File: src/rtl/updown_counter_param_if.sv
// Control/status bundle for the parametrised up/down counter.
// The master drives the count controls; the slave (the counter) returns the
// count, terminal-count and wrap/clamp indication.
interface updown_counter_param_if #(
   parameter int unsigned WIDTH = 4
);
   logic             en;
   logic             sel;
   logic             clr;
   logic             load;
   logic [WIDTH-1:0] load_val;
   logic [WIDTH-1:0] out;
   logic             tc;
   logic             wrap;

   modport master (
      output en, sel, clr, load, load_val,
      input  out, tc, wrap
   );

   modport slave (
      input  en, sel, clr, load, load_val,
      output out, tc, wrap
   );
endinterface

File: src/rtl/updown_counter_param.sv
// Parametrised synchronous up/down counter.
// Count range is 0..MAX_VAL; stepping past either limit either wraps to the
// opposite limit or clamps at the limit (SATURATE), and in both cases a
// registered one-cycle wrap pulse is raised. Priority: clr > load > en > hold.
// tc is combinational so chained counters can enable on the same cycle.
module updown_counter_param #(
   parameter int unsigned      WIDTH     = 4,
   parameter logic [WIDTH-1:0] MAX_VAL   = {WIDTH{1'b1}},
   parameter bit               SATURATE  = 1'b0,
   parameter logic [WIDTH-1:0] RESET_VAL = {WIDTH{1'b0}}
) (
   input logic                   clk,
   input logic                   rst_n,
   updown_counter_param_if.slave bus
);

   localparam logic [WIDTH-1:0] ZERO_C = {WIDTH{1'b0}};
   localparam logic [WIDTH-1:0] ONE_C  = {{(WIDTH-1){1'b0}}, 1'b1};

   logic [WIDTH-1:0] out_q;
   logic [WIDTH-1:0] out_d;
   logic             wrap_q;
   logic             wrap_d;
   logic             at_max_s;
   logic             at_zero_s;

   assign at_max_s  = (out_q == MAX_VAL);
   assign at_zero_s = (out_q == ZERO_C);

   // Next-count and wrap-pulse selection in priority order clr > load > en > hold.
   always_comb begin
      out_d  = out_q;
      wrap_d = 1'b0;
      if (bus.clr) begin
         out_d = RESET_VAL;
      end else if (bus.load) begin
         // Oversized load values clamp to the top of range rather than truncating.
         out_d = (bus.load_val > MAX_VAL) ? MAX_VAL : bus.load_val;
      end else if (bus.en) begin
         if (bus.sel) begin
            if (at_max_s) begin
               out_d  = SATURATE ? MAX_VAL : ZERO_C;
               wrap_d = 1'b1;
            end else begin
               out_d = out_q + ONE_C;
            end
         end else begin
            if (at_zero_s) begin
               out_d  = SATURATE ? ZERO_C : MAX_VAL;
               wrap_d = 1'b1;
            end else begin
               out_d = out_q - ONE_C;
            end
         end
      end else begin
         out_d = out_q;
      end
   end

   // Count and wrap registers; asynchronous reset returns to RESET_VAL.
   always_ff @(posedge clk or negedge rst_n) begin
      if (!rst_n) begin
         out_q  <= RESET_VAL;
         wrap_q <= 1'b0;
      end else begin
         out_q  <= out_d;
         wrap_q <= wrap_d;
      end
   end

   assign bus.out  = out_q;
   assign bus.wrap = wrap_q;
   assign bus.tc   = bus.en & (bus.sel ? at_max_s : at_zero_s);

endmodule
File: src/flat_wrapper.sv
// flat-port wrapper written by rule: the top's interface ports become plain ports
module updown_counter_param_flat 
#(
   parameter int unsigned      WIDTH     = 4,
   parameter logic [WIDTH-1:0] MAX_VAL   = {WIDTH{1'b1}},
   parameter bit               SATURATE  = 1'b0,
   parameter logic [WIDTH-1:0] RESET_VAL = {WIDTH{1'b0}}
)
  (clk, rst_n, bus_en, bus_sel, bus_clr, bus_load, bus_load_val, bus_out, bus_tc, bus_wrap);
  updown_counter_param_if #(.WIDTH(WIDTH)) bus_i ();
  input logic clk;
  input logic rst_n;
  input wire logic [$bits(bus_i.en)-1:0] bus_en;
  input wire logic [$bits(bus_i.sel)-1:0] bus_sel;
  input wire logic [$bits(bus_i.clr)-1:0] bus_clr;
  input wire logic [$bits(bus_i.load)-1:0] bus_load;
  input wire logic [$bits(bus_i.load_val)-1:0] bus_load_val;
  output wire logic [$bits(bus_i.out)-1:0] bus_out;
  output wire logic [$bits(bus_i.tc)-1:0] bus_tc;
  output wire logic [$bits(bus_i.wrap)-1:0] bus_wrap;
  assign bus_i.en = bus_en;
  assign bus_i.sel = bus_sel;
  assign bus_i.clr = bus_clr;
  assign bus_i.load = bus_load;
  assign bus_i.load_val = bus_load_val;
  assign bus_out = bus_i.out;
  assign bus_tc = bus_i.tc;
  assign bus_wrap = bus_i.wrap;
  updown_counter_param #(.WIDTH(WIDTH), .MAX_VAL(MAX_VAL), .SATURATE(SATURATE), .RESET_VAL(RESET_VAL)) u_core (.clk(clk), .rst_n(rst_n), .bus(bus_i));
endmodule
File: config.mk
export PLATFORM = sky130hd
export DESIGN_NAME = updown_counter_param_flat
export DESIGN_NICKNAME = d
export VERILOG_FILES = /design/src/rtl/updown_counter_param_if.sv /design/src/rtl/updown_counter_param.sv /design/src/flat_wrapper.sv
export SDC_FILE = /design/constraint.sdc
export NUM_CORES = 1
export LEC_CHECK = 0
export BUFFER_PORTS_ARGS = -buffer_cell sky130_fd_sc_hd__buf_2
export CAP_MARGIN = 20
export CORE_UTILIZATION = 30
export DETAILED_ROUTE_END_ITERATION = 10
export GPL_TIMING_DRIVEN = 0
export PLACE_DENSITY_LB_ADDON = 0.1
export SLEW_MARGIN = 10
export SYNTH_ARGS = -nofsm -noshare
export SYNTH_HDL_FRONTEND = slang
export SYNTH_SLANG_ARGS = --single-unit
File: constraint.sdc
create_clock -name clk -period 2.3 [get_ports clk]
set_clock_uncertainty 0.1 [all_clocks]
set_input_delay 0.115 -clock clk [delete_from_list [all_inputs] [get_ports clk]]
set_output_delay 0.115 -clock clk [all_outputs]
set_load 0.01 [all_outputs]
=== Word level (Yosys, flattened, before mapping) ===
Cells that the tools add are included.

* Equality and inequality tests: 1
* Order comparisons: 1
* Multiplexer cells: 14
* $add $sub $neg: 2
* Reductions and logical operators: 2
* Bitwise operators: 1

{| class="wikitable"
|+ Operators by type and width
! cell !! number
|-
| 4-bit two-way mux || 7
|-
| 1-bit two-way mux || 7
|-
| 4-bit by 1-bit adder with 4-bit output (second input constant) || 1
|-
| 4-bit equality test (second input constant) || 1
|-
| 4-bit > comparator (second input constant) || 1
|-
| 4-bit logical NOT || 1
|-
| 4-bit by 1-bit subtractor with 4-bit output (second input constant) || 1
|-
| 3-bit nonzero test || 1
|-
| 1-bit AND || 1
|}

* Bits of input ports: 10
* Output and inout bits: 6
* Bits in registers: 5
* Logic and storage cells: 23

=== Logic depth before layout (Yosys ltp) ===
Gate-level depths: netlist of the first run.

* Depth after elaboration: 6
* Gate-level depth with buffers: 6
* Mapped depth without buffers: 6

=== Worst setup path after synthesis of the first run ===
OpenSTA, ideal clock, no wires.

* Path type: register to register
* From: register u_core.out_q[0], in the netlist u_core.bus.out[0]
* To: register u_core.wrap_q, in the netlist u_core.bus.wrap
* Slack: 0.558 ns
* Stages on the path, launching flop included: 6
* Required time: 2.112 ns
* Clock period less this slack: 1.742 ns
* Setup time: 0.088 ns
* Buffers on the path: 0
* Data arrival time: 1.554 ns
* Cells stage by stage: dfrtp_1 inv_1 ha_1 or4b_4 a21oi_2 nor3b_1

* Longest elaborated chain between the ends: 6
* Elaborated cells between the ends (all ways): 8
* Classes of those cells: 1 x eq/ne; 6 x mux; 1 x reduce/logical

{| class="wikitable"
|+ RTL lines
! element !! line !! RTL
|-
| from (decl) || updown_counter_param.sv:20 || <nowiki>logic [WIDTH-1:0] out_q;</nowiki>
|-
| from (signal assigned) || updown_counter_param.sv:66 || <nowiki>out_q <= out_d;</nowiki>
|-
| 4-bit equality test or 4-bit logical NOT (tied branches) || updown_counter_param.sv:27, updown_counter_param.sv:28 ||
|-
| 1-bit two-way mux (on tied branches) || updown_counter_param.sv:41, updown_counter_param.sv:48 ||
|-
| 1-bit two-way mux (*) || updown_counter_param.sv:40 || <nowiki>if (bus.sel) begin</nowiki>
|-
| 1-bit two-way mux (*) || updown_counter_param.sv:39 || <nowiki>end else if (bus.en) begin</nowiki>
|-
| 1-bit two-way mux (*) || updown_counter_param.sv:36 || <nowiki>end else if (bus.load) begin</nowiki>
|-
| 1-bit two-way mux (*) || updown_counter_param.sv:34 || <nowiki>if (bus.clr) begin</nowiki>
|-
| named net u_core.wrap_d || updown_counter_param.sv:23 || <nowiki>logic wrap_d;</nowiki>
|-
| to (signal assigned) || updown_counter_param.sv:67 || <nowiki>wrap_q <= wrap_d;</nowiki>
|-
| to (decl) || updown_counter_param.sv:22 || <nowiki>logic wrap_q;</nowiki>
|}

The timed path passes the listed nets; every way through them passes the cells marked *.
A chain may end at the register's enable or synchronous reset.

=== Worst setup path in the final report of the first run ===
* From: register u_core.out_q[0], in the netlist u_core.bus.out[0]
* To: output bus_tc

* Longest elaborated chain between the ends: 3
* Elaborated cells between the ends (all ways): 4
* Classes of those cells: 1 x eq/ne; 1 x mux; 1 x bitwise; 1 x reduce/logical

{| class="wikitable"
|+ RTL lines
! element !! line !! RTL
|-
| 4-bit equality test or 4-bit logical NOT (tied branches) || updown_counter_param.sv:27, updown_counter_param.sv:28 ||
|-
| 1-bit two-way mux (*) || updown_counter_param.sv:73 || <nowiki>assign bus.tc = bus.en & (bus.sel ? at_max_s : at_zero_s);</nowiki>
|-
| 1-bit AND (*) || updown_counter_param.sv:73 ||
|-
| to (decl) || flat_wrapper.sv:19 || <nowiki>output wire logic [$bits(bus_i.tc)-1:0] bus_tc;</nowiki>
|}

Every way passes the cells marked *; elsewhere a longest branch is shown, timed or not.

==> Implementation_results.wiki, run 1 <==
{| class="wikitable"
! Metric !! Value
|-
| Sequential group share of total power || roughly 37%
|-
| Commonest cells after routing, fill and taps aside || 13 x buf_2, 5 x inv_1, 5 x dfrtp_1
|-
| Pwr per Cell Area || 521 mW/mm2
|-
| Reported leakage power || about 0.28 nW
|-
| Count of buffers inserted at the top-level ports || 13
|-
| Largest stage delay on the critical path || around 480 ps
|-
| Drt first pass iters || 4
|-
| Final-layout setup total negative slack || 0 ps
|-
| Number of vias in the routed layout || 391
|-
| Drt initial violations || 2
|-
| Pin count of the biggest net entering global routing || 10
|-
| Routed Wire Length || slightly above 900 um
|-
| DP Wirelength || ~660 um
|-
| TritonCTS clock tree || yes
|-
| Post-DR vias/cell || slightly above 5
|-
| Global placer's final weighted congestion || 0.716
|-
| Number of warnings reported in the yosys synthesis log || 0
|-
| Critical path class || reg2out
|-
| Number of nets at the end of the flow || 76
|-
| Pins over their slew limit || 0
|-
| Max Clock Freq || between 0.5 and 0.6 GHz
|-
| Most common cell after layout, fill and taps aside || buf_2
|-
| Ports placed on the boundary || 16
|-
| Internal power summed over all cells || between 0.0002 and 0.00025 W
|-
| Final period demand of the worst path || between 1500 and 2000 ps
|-
| Finish-stage setup viols || 0
|-
| Critical Path RT || around 2100 ps
|-
| Placed cell areas || just under 500 um2
|-
| P_sw || approximately 0.000083 W
|-
| Total global routing overflow || 0
|-
| Num CTS Buffers || 3
|-
| DR DRC count || 0
|-
| Peak supply drop || between 0.2 and 0.25 mV
|-
| FF+latch count, synth || 5
|-
| Synthesized Nets || 55
|-
| Critical path peak fanout || 8
|-
| Share of the cycle needed by the critical path after routing || slightly below 90%
|-
| Global-route wire length before repair || roughly 1500 um
|-
| Slew at the pin closest to its max-slew limit || 264 ps
|-
| Floorplan row count || 12
|-
| Part of the total power dissipated in the clock network || between 30% and 40%
|-
| Post-synthesis to final-layout area growth || 34.4%
|-
| Buffer type at the clock tree root || clkbuf_4
|-
| Final instance area || roughly 540 um2
|-
| Wire length per cell after detailed routing || roughly 12 um
|-
| Vias in the first global route || ~320
|-
| Total count of hold-check failures in the final report || 0
|-
| Setup repair after global routing missed its margin || no
|-
| Library cells used by synthesis || 27
|-
| Placeable core region || ~0.0012 mm2
|-
| Synthesized area divided by synthesized cell count || roughly 9.4 um2
|-
| Max-cap violation count || 0
|-
| Switching share of total power || between 20% and 30%
|-
| CTS clock-pin slew for the worst setup and hold paths || about 50 ps
|-
| Proportion of synthesized chip area in sequential cells || 31.0%
|-
| Floorplan die area || between 0.001 and 0.0015 mm2
|-
| Maximum level of the CTS H-tree || 1
|-
| Hold_buf cts || 3
|-
| Worst Path Arrival || about 1800 ps
|-
| Clock buffer depth || 2
|-
| Die span in y || just under 40 um
|-
| Worst rel slew slack || just over 80%
|-
| Cells after Synth || 43
|-
| Classification of the worst-slack hold path || in2reg
|-
| Post-CTS Setup Bufs || 0
|-
| Total global-route track usage || 14.9%
|-
| Die span in x || between 30 and 40 um
|-
| Fraction of power consumed by combinational cells || between 20% and 30%
|-
| Number of inserted diodes || 0
|-
| Proportion of layout cells with a drive suffix above 1 || 33.3%
|-
| CTS Sinks || 5
|-
| Run status || complete, no violations
|-
| Critical path launch point type || flip-flop
|-
| Initial antenna violation count || 0
|-
| Cells along the critical path || inv_1, ha_1, or4b_4, a21oi_2, buf_2
|-
| Slowest stage cell on the critical path || or4b_4
|-
| Number of instances resized during post-cts repair || 0
|-
| Initial core utilization || approximately a third
|-
| Clock network latency to the later pin of the worst-skew pair || between 200 and 300 ps
|-
| Synthesized area || 404 um2
|-
| Element type at the critical path end || output port
|-
| DRT antenna net count || 0
|}
[synthesized netlist by cell type, drive strengths merged]
master / instances / area share (%)
nand2b: 1 / 1.5
a41o: 1 / 2.8
o221ai: 1 / 2.2
nor2b: 1 / 1.5
a21o: 1 / 1.9
o311a: 1 / 2.5
dfrtp: 5 / 31
inv: 5 / 4.6
a311oi: 1 / 2.2
a221oi: 1 / 2.2
xor2: 1 / 2.2
nand2: 1 / 0.93
xnor2: 1 / 2.2
nand4: 1 / 1.5
or4b: 2 / 5.9
mux2i: 2 / 5.0
a21boi: 1 / 1.9
buf: 2 / 5.6
o21a: 1 / 1.9
o21ai: 1 / 1.2
o31ai: 1 / 1.9
nor3b: 1 / 1.9
a21oi: 4 / 5.9
nor2: 4 / 3.7
ha: 2 / 6.2
[metrics by stage]
stage / cells / hold WS, ps / utilization, % / total power (W) / worst slack [ps]
2_1_floorplan: 43 / -281 / - / 0.000153 / 558
3_3_place_gp: 70 / -164 / 41.6 / 0.000178 / 494
3_5_place_dp: 70 / -165 / 41.6 / 0.000178 / 490
4_1_cts: 77 / 12.6 / 46.4 / 0.000286 / 303
5_1_grt: 77 / 27.7 / 46.4 / 0.000303 / 230
6_report: 77 / 14.1 / 46.4 / 0.000283 / 305
[kinds of logic after synthesis]
| family | after synthesis | share of synthesized area [%] |
|---|---|---|
| DFF | 5 | 31.0 |
| AOI/OAI and AO/OA | 14 | 26.3 |
| and+or+nand+nor | 11 | 17.0 |
| muxes | 2 | 4.95 |
| adders and majority gates | 2 | 6.19 |
| buffers and inverters | 7 | 10.2 |
| xor gates and xnor gates | 2 | 4.34 |
[routing by layer]
| metal | GRT usage, % | up-vias | share of wire, % |
|---|---|---|---|
| met5 | 0 | - | 0 |
| met4 | 2.59 | 0 | 0 |
| met3 | 6.94 | 0 | 5.0 |
| met2 | 20.4 | 13 | 46 |
| met1 | 21.1 | 178 | 49 |
| li1 | - | 200 | - |
[registers in the layout (all words and copies together) (netlist names)]
register         flops
u_core.bus.out       4
u_core.bus.wrap      1
[worst max-delay path: cells and delay by family, from the launching register on]
family	cells	cell delay, ps
compound gates	1	150
buf+inv	2	260
simple gates	1	480
flops	1	460
fa+ha+maj	1	190
[worst paths after layout]
kind                                                from                             to  slack, ps  depth (start not counted)
max reg2reg                u_core.bus.out[0]$_DFFE_PN0P_  u_core.bus.out[0]$_DFFE_PN0P_        480                          6
max in group asynchronous                          rst_n  u_core.bus.out[1]$_DFFE_PN0P_       1840                          2
min in group asynchronous                          rst_n  u_core.bus.out[0]$_DFFE_PN0P_        120                          2
min reg2reg                u_core.bus.out[3]$_DFFE_PN0P_  u_core.bus.out[3]$_DFFE_PN0P_        660                          2
max                        u_core.bus.out[0]$_DFFE_PN0P_                         bus_tc        300                          5
min                                      bus_load_val[0]  u_core.bus.out[0]$_DFFE_PN0P_         10                          3
[power by group through the flow]
| stage | Clock, W | Sequential [W] | Combinational, W |
|---|---|---|---|
| 6_report | 0.000102 | 0.000106 | 0.0000748 |
| 4_1_cts | 0.000105 | 0.000106 | 0.0000754 |
| 3_3_place_gp | 0 | 0.000107 | 0.0000706 |
| 3_5_place_dp | 0 | 0.000107 | 0.0000710 |
| 2_1_floorplan | 0 | 0.000107 | 0.0000456 |
| 5_1_grt | 0.000112 | 0.000107 | 0.0000838 |
[area by class of cell]
| type | count | area, um2 |
|---|---|---|
| tap | 14 | 17.5 |
| sequential | 5 | 125 |
| fill | 121 | 628 |
| buffer | 2 | 22.5 |
| inverter | 5 | 18.8 |
| multi-input combinational | 31 | 238 |
| clock buffer | 4 | 26.3 |
| timing repair buffer | 16 | 95.1 |
Note: power is estimated with default switching activity, not from simulation.
==> run 2: changes to the inputs <==
Settings changed: PLACE_DENSITY_LB_ADDON 0.1 to default.
==> run 2 against run 1 <==
Sequential share of layout area unchanged. Largest power group unchanged. Power is 0.42% lower. Wire length decreased by 3.6%. Non-clock buffer count unchanged. Flip-flop and latch count is the same. Clock power is essentially flat. Clock-buffer cell count is the same. Cell count stayed put. Sequential power about the same. Via count fell by 2.6%. Critical endpoint unchanged. Utilization unchanged. First-iteration DRC count increased by 50%.
==> Implementation_results.wiki, run 2 (same netlist as run 1, synthesis figures left out) <==
{| class="wikitable"
! Metric !! Value
|-
| Routed Wire Length || 883 um (was 916 um)
|-
| Run status || complete, no violations (unchanged)
|-
| Overall power consumption || 0.000282 W (was 0.000283 W)
|-
| Total count of hold-check failures in the final report || 0 (unchanged)
|-
| Final-layout setup total negative slack || 0 ps (unchanged)
|-
| Flip-flop count of the largest register after layout || 4 (unchanged)
|-
| Pin count of the biggest net entering global routing || 10 (unchanged)
|-
| Pwr per Cell Area || 519 mW/mm2 (was 521 mW/mm2)
|-
| Drt first pass iters || 4 (unchanged)
|-
| Wire length per cell after detailed routing || 11.5 um (was 11.9 um)
|-
| Ports placed on the boundary || 16 (unchanged)
|-
| Maximum level of the CTS H-tree || 1 (unchanged)
|-
| Peak supply drop || 0.240 mV (was 0.245 mV)
|-
| Worst slack after detailed placement || 457 ps (was 490 ps)
|-
| Pins over their slew limit || 0 (unchanged)
|-
| Placeable core region || 0.00117 mm2 (unchanged)
|-
| Total of fill cells in the finished design || 116 (was 121)
|-
| Global placer's final weighted congestion || 0.697 (was 0.716)
|-
| Share of the cycle needed by the critical path after routing || 85.6% (was 86.7%)
|-
| Total global routing overflow || 0 (unchanged)
|-
| Vias in the first global route || 326 (was 323)
|-
| Floorplan row count || 12 (unchanged)
|-
| Clock network latency to the later pin of the worst-skew pair || 240 ps (was 250 ps)
|-
| Count of buffers inserted at the top-level ports || 13 (unchanged)
|-
| Max-cap violation count || 0 (unchanged)
|-
| Num CTS Buffers || 3 (unchanged)
|-
| Final WS setup || 331 ps (was 305 ps)
|-
| Initial antenna violation count || 0 (unchanged)
|-
| CTS clock-pin slew for the worst setup and hold paths || 40 ps (was 50 ps)
|-
| Critical Path RT || 2090 ps (about the same)
|-
| Drt initial violations || 3 (was 2)
|-
| Setup repair after global routing missed its margin || no (unchanged)
|-
| Slew at the pin closest to its max-slew limit || 255 ps (was 264 ps)
|-
| Proportion of layout cells with a drive suffix above 1 || 33.3% (unchanged)
|-
| Die span in x || 38.7 um (unchanged)
|-
| DP Wirelength || 674 um (was 660 um)
|-
| Critical path class || reg2out (unchanged)
|-
| Commonest cells after routing, fill and taps aside || 13 x buf_2, 5 x inv_1, 5 x dfrtp_1 (unchanged)
|-
| Number of inserted diodes || 0 (unchanged)
|-
| Number of vias in the routed layout || 381 (was 391)
|-
| Worst rel slew slack || 83.0% (was 82.4%)
|-
| Buffer type at the clock tree root || clkbuf_4 (unchanged)
|-
| Classification of the worst-slack hold path || in2reg (unchanged)
|-
| CTS Sinks || 5 (unchanged)
|-
| Floorplan die area || 0.00150 mm2 (unchanged)
|-
| Post-synthesis to final-layout area growth || 34.4% (unchanged)
|-
| DRT antenna net count || 0 (unchanged)
|-
| Clock buffer depth || 2 (unchanged)
|-
| Max Clock Freq || 0.508 GHz (was 0.501 GHz)
|-
| Finish-stage setup viols || 0 (unchanged)
|-
| Global-route wire length before repair || 1390 um (was 1460 um)
|-
| Most common cell after layout, fill and taps aside || buf_2 (unchanged)
|-
| Total global-route track usage || 14.2% (was 14.9%)
|-
| Number of nets at the end of the flow || 76 (unchanged)
|-
| Post-DR vias/cell || 4.95 (was 5.08)
|-
| Final period demand of the worst path || 1970 ps (was 2000 ps)
|-
| Reported leakage power || 0.281 nW (unchanged)
|-
| Die span in y || 38.7 um (unchanged)
|-
| DR DRC count || 0 (unchanged)
|-
| Critical path peak fanout || 8 (unchanged)
|-
| Element type at the critical path end || output port (unchanged)
|-
| Initial core utilization || 34.5% (unchanged)
|-
| TritonCTS clock tree || yes (unchanged)
|-
| Worst Path Arrival || 1750 ps (was 1780 ps)
|-
| Critical path launch point type || flip-flop (unchanged)
|-
| Post-CTS Setup Bufs || 0 (unchanged)
|}
==> run 2: cell counts in the layout (fill, tap and decap cells not counted) <==
Identical to the previous run, type by type.
==> run 2: final timing paths <==
path,startpoint,endpoint,slack [ps],cells after the start
setup / recovery,u_core.bus.out[0]$_DFFE_PN0P_,bus_tc,330,5
hold / removal,bus_load_val[0],u_core.bus.out[0]$_DFFE_PN0P_,20,3
setup reg to reg,u_core.bus.out[0]$_DFFE_PN0P_,u_core.bus.out[0]$_DFFE_PN0P_,460,6
hold reg to reg,u_core.bus.out[3]$_DFFE_PN0P_,u_core.bus.out[3]$_DFFE_PN0P_,640,2
max in group asynchronous,rst_n,u_core.bus.out[3]$_DFFE_PN0P_,1840,2
min in group asynchronous,rst_n,u_core.bus.out[2]$_DFFE_PN0P_,120,2
==> run 2: repair_timing <==
action / 4_1_cts / 5_1_grt
resized for setup: 0 / 0
hold endpoints to repair: 9 / 0
hold buffers: 3 / 0
==> run 2: cell type report <==
class                   count  area (um2)  area share [%]
multi-input cells          31         238            43.8
inverters                   5        18.8            3.46
plain buffers               2        22.5            4.15
well taps                  14        17.5            3.23
repair buffers             16        95.1            17.5
flip-flops and latches      5         125            23.0
clock buffers               4        26.3            4.84
==> run 2: stage by stage <==
step | hold slack, ps | area, um2 | std cells | util, %
after detailed placement | -159 | 487 | 70 | 41.6
after CTS | 18.2 | 543 | 77 | 46.4
final | 20.5 | 543 | 77 | 46.4
after global placement | -165 | 487 | 70 | 41.6
after global routing | 20.3 | 543 | 77 | 46.4
after floorplan | -281 | 404 | 43 | -
==> run 2: routing by layer <==
layer	vias up	GRT usage, %	part of all wire, %
met3	0	8.67	5.8
met1	170	17.1	49
met4	0	2.59	0
met2	13	21.7	45
li1	198	-	-
met5	-	0	0
==> run 2: critical path, cell delays in order (launching register included) <==
cell	delay, ps
dfrtp_1	450
inv_1	110
ha_1	190
or4b_4	480
a21oi_2	140
buf_2	140
==> run 2: report_power, final <==
part | internal, W | switching (W) | leakage [nW] | total [W]
logic | 0.0000404 | 0.0000337 | 0.200 | 0.0000741
clock network | 0.0000656 | 0.0000365 | 0.0150 | 0.000102
registers | 0.0000940 | 0.0000113 | 0.0658 | 0.000105
==> run 3: changes to the inputs <==
Settings changed: CTS_BUF_LIST from default to sky130_fd_sc_hd__clkbuf_16.
==> run 3 against run 2 <==
Wire length grew 6.0%. Die area stayed put. Clock-buffer cell count decreased by 1. Sequential power hardly changed. Design area grew 7.8%. Critical path type unchanged. Largest power group is now the clock network. Highest routed layer is now met4.
==> Implementation_results.wiki, run 3 (same netlist as run 1, synthesis figures left out) <==
{| class="wikitable"
! Metric !! Value
|-
| Initial core utilization || 34.5% (unchanged)
|-
| Initial antenna violation count || 0 (unchanged)
|-
| Die span in y || 38.7 um (unchanged)
|-
| Cell depth of the worst hold path || 2 (was 3)
|-
| Worst slack after detailed placement || 457 ps (unchanged)
|-
| CTS Sinks || 5 (unchanged)
|-
| Run status || complete, no violations (unchanged)
|-
| Die span in x || 38.7 um (unchanged)
|-
| Maximum level of the CTS H-tree || 1 (unchanged)
|-
| Finish-stage setup viols || 0 (unchanged)
|-
| Critical path class || reg2out (unchanged)
|-
| TritonCTS clock tree || yes (unchanged)
|-
| Drt initial violations || 5 (was 3)
|-
| Capturing point of the worst reg2reg path || u_core.bus.out[0]$_DFFE_PN0P_ (unchanged)
|-
| Global-route wire length before repair || 1450 um (was 1390 um)
|-
| Final period demand of the worst path || 1960 ps (was 1970 ps)
|-
| Max Clock Freq || 0.511 GHz (was 0.508 GHz)
|-
| Global placer's final weighted congestion || 0.697 (unchanged)
|-
| Post-DR vias/cell || 4.96 (was 4.95)
|-
| Total count of hold-check failures in the final report || 0 (unchanged)
|-
| Clock buffer depth || 2 (unchanged)
|-
| Buffer type at the clock tree root || clkbuf_16 (was clkbuf_4)
|-
| Number of instances resized during post-cts repair || 0 (unchanged)
|-
| Total global-route track usage || 15.7% (was 14.2%)
|-
| Floorplan die area || 0.00150 mm2 (unchanged)
|-
| Clock network latency to the later pin of the worst-skew pair || 230 ps (was 240 ps)
|-
| Pwr per Cell Area || 786 mW/mm2 (was 519 mW/mm2)
|-
| Number of vias in the routed layout || 377 (was 381)
|-
| Wire length per cell after detailed routing || 12.3 um (was 11.5 um)
|-
| Reg2reg start || u_core.bus.out[0]$_DFFE_PN0P_ (unchanged)
|-
| DR DRC count || 0 (unchanged)
|-
| DRT antenna net count || 0 (unchanged)
|-
| Drt first pass iters || 4 (unchanged)
|-
| Critical path launch point type || flip-flop (unchanged)
|-
| Worst rel slew slack || 84.5% (was 83.0%)
|-
| DP Wirelength || 674 um (unchanged)
|-
| Vias in the first global route || 329 (was 326)
|-
| Reported leakage power || 0.304 nW (was 0.281 nW)
|-
| Critical Path RT || 2090 ps (about the same)
|-
| Number of inserted diodes || 0 (unchanged)
|-
| Pin count of the biggest net entering global routing || 10 (unchanged)
|-
| Num CTS Buffers || 3 (unchanged)
|-
| Max-cap violation count || 0 (unchanged)
|-
| Count of buffers inserted at the top-level ports || 13 (unchanged)
|-
| Setup repair after global routing missed its margin || no (unchanged)
|-
| Slew at the pin closest to its max-slew limit || 232 ps (was 255 ps)
|-
| Element type at the critical path end || output port (unchanged)
|-
| Total global routing overflow || 0 (unchanged)
|-
| Flip-flop count of the largest register after layout || 4 (unchanged)
|-
| Ports placed on the boundary || 16 (unchanged)
|-
| Share of the cycle needed by the critical path after routing || 85.1% (was 85.6%)
|-
| FF-to-FF path depth || 6 (unchanged)
|-
| Worst Min Path Start || bus_clr (was bus_load_val[0])
|-
| Most common cell after layout, fill and taps aside || buf_2 (unchanged)
|-
| Pins over their slew limit || 0 (unchanged)
|-
| Flop-to-flop setup slack || 450 ps (was 460 ps)
|-
| Placeable core region || 0.00117 mm2 (unchanged)
|-
| Proportion of layout cells with a drive suffix above 1 || 33.9% (was 33.3%)
|-
| Floorplan row count || 12 (unchanged)
|-
| CTS clock-pin slew for the worst setup and hold paths || 30 ps (was 40 ps)
|-
| Final WS setup || 343 ps (was 331 ps)
|-
| Post-synthesis to final-layout area growth || 44.9% (was 34.4%)
|-
| Number of nets at the end of the flow || 75 (was 76)
|-
| Final-layout setup total negative slack || 0 ps (unchanged)
|-
| Hold-critical path endpoint || u_core.bus.out[1]$_DFFE_PN0P_ (was u_core.bus.out[0]$_DFFE_PN0P_)
|-
| Classification of the worst-slack hold path || in2reg (unchanged)
|-
| Worst Path Arrival || 1740 ps (was 1750 ps)
|-
| Critical path peak fanout || 8 (unchanged)
|-
| Peak supply drop || 0.498 mV (was 0.240 mV)
|-
| Commonest cells after routing, fill and taps aside || 13 x buf_2, 6 x inv_1, 5 x dfrtp_1 (was 13 x buf_2, 5 x inv_1, 5 x dfrtp_1)
|-
| Routed Wire Length || 936 um (was 883 um)
|}
run 3: where the power goes:
group | switching [W] | internal [W] | total, W
Sequential | 0.0000114 | 0.0000943 | 0.000106
Clock | 0.0000566 | 0.000225 | 0.000282
Combinational | 0.0000334 | 0.0000393 | 0.0000727
Total | 0.000101 | 0.000359 | 0.000460
run 3: layer usage:
layer / share of wire (%) / track usage (%) / vias up
met5: 0 / 0 / -
met4: 2.9 / 10.3 / 0
met3: 6.0 / 8.67 / 2
met2: 44 / 22.5 / 14
met1: 47 / 17.4 / 164
li1: - / - / 197
run 3: worst max-delay path by stage:
stage / start / endpoint / cells after the start
2_1_floorplan: u_core.bus.out[0]$_DFFE_PN0P_ / u_core.bus.wrap$_DFF_PN0_ / 5
3_3_place_gp: u_core.bus.out[0]$_DFFE_PN0P_ / u_core.bus.out[0]$_DFFE_PN0P_ / 6
3_5_place_dp: u_core.bus.out[0]$_DFFE_PN0P_ / u_core.bus.out[0]$_DFFE_PN0P_ / 6
4_1_cts: u_core.bus.out[0]$_DFFE_PN0P_ / bus_tc / 5
5_1_grt: u_core.bus.out[0]$_DFFE_PN0P_ / bus_tc / 5
6_report: u_core.bus.out[0]$_DFFE_PN0P_ / bus_tc / 5
run 3: what timing repair did:
| item | 4_1_cts | 5_1_grt |
|---|---|---|
| setup endpoints to repair | 0 | 0 |
| hold buffers | 2 | 0 |
| hold endpoints to repair | 6 | 0 |
| setup buffers | 0 | 0 |
run 3: area by class of cell:
class | count | area, um2
buffer | 2 | 22.5
clock buffer | 3 | 75.1
clock inverter | 1 | 3.75
fill | 112 | 586
inverter | 5 | 18.8
multi-input combinational | 31 | 238
sequential | 5 | 125
tap | 14 | 17.5
timing repair buffer | 15 | 85.1
run 3: critical path, stage by stage, from the launching register on:
cell and delay [ps]:
dfrtp_1 450, inv_1 120, ha_1 190, or4b_4 480, a21oi_2 140, buf_2 140
run 3: per-stage QoR:
stage	hold slack [ps]	area, um2	cells	power [W]	utilization [%]
3_5_place_dp	-159	487	70	0.000177	41.6
4_1_cts	10.6	586	76	0.000465	50.0
5_1_grt	27.6	586	76	0.000482	50.0
6_report	13.3	586	76	0.000460	50.0
2_1_floorplan	-281	404	43	0.000153	-
3_3_place_gp	-165	487	70	0.000176	41.6
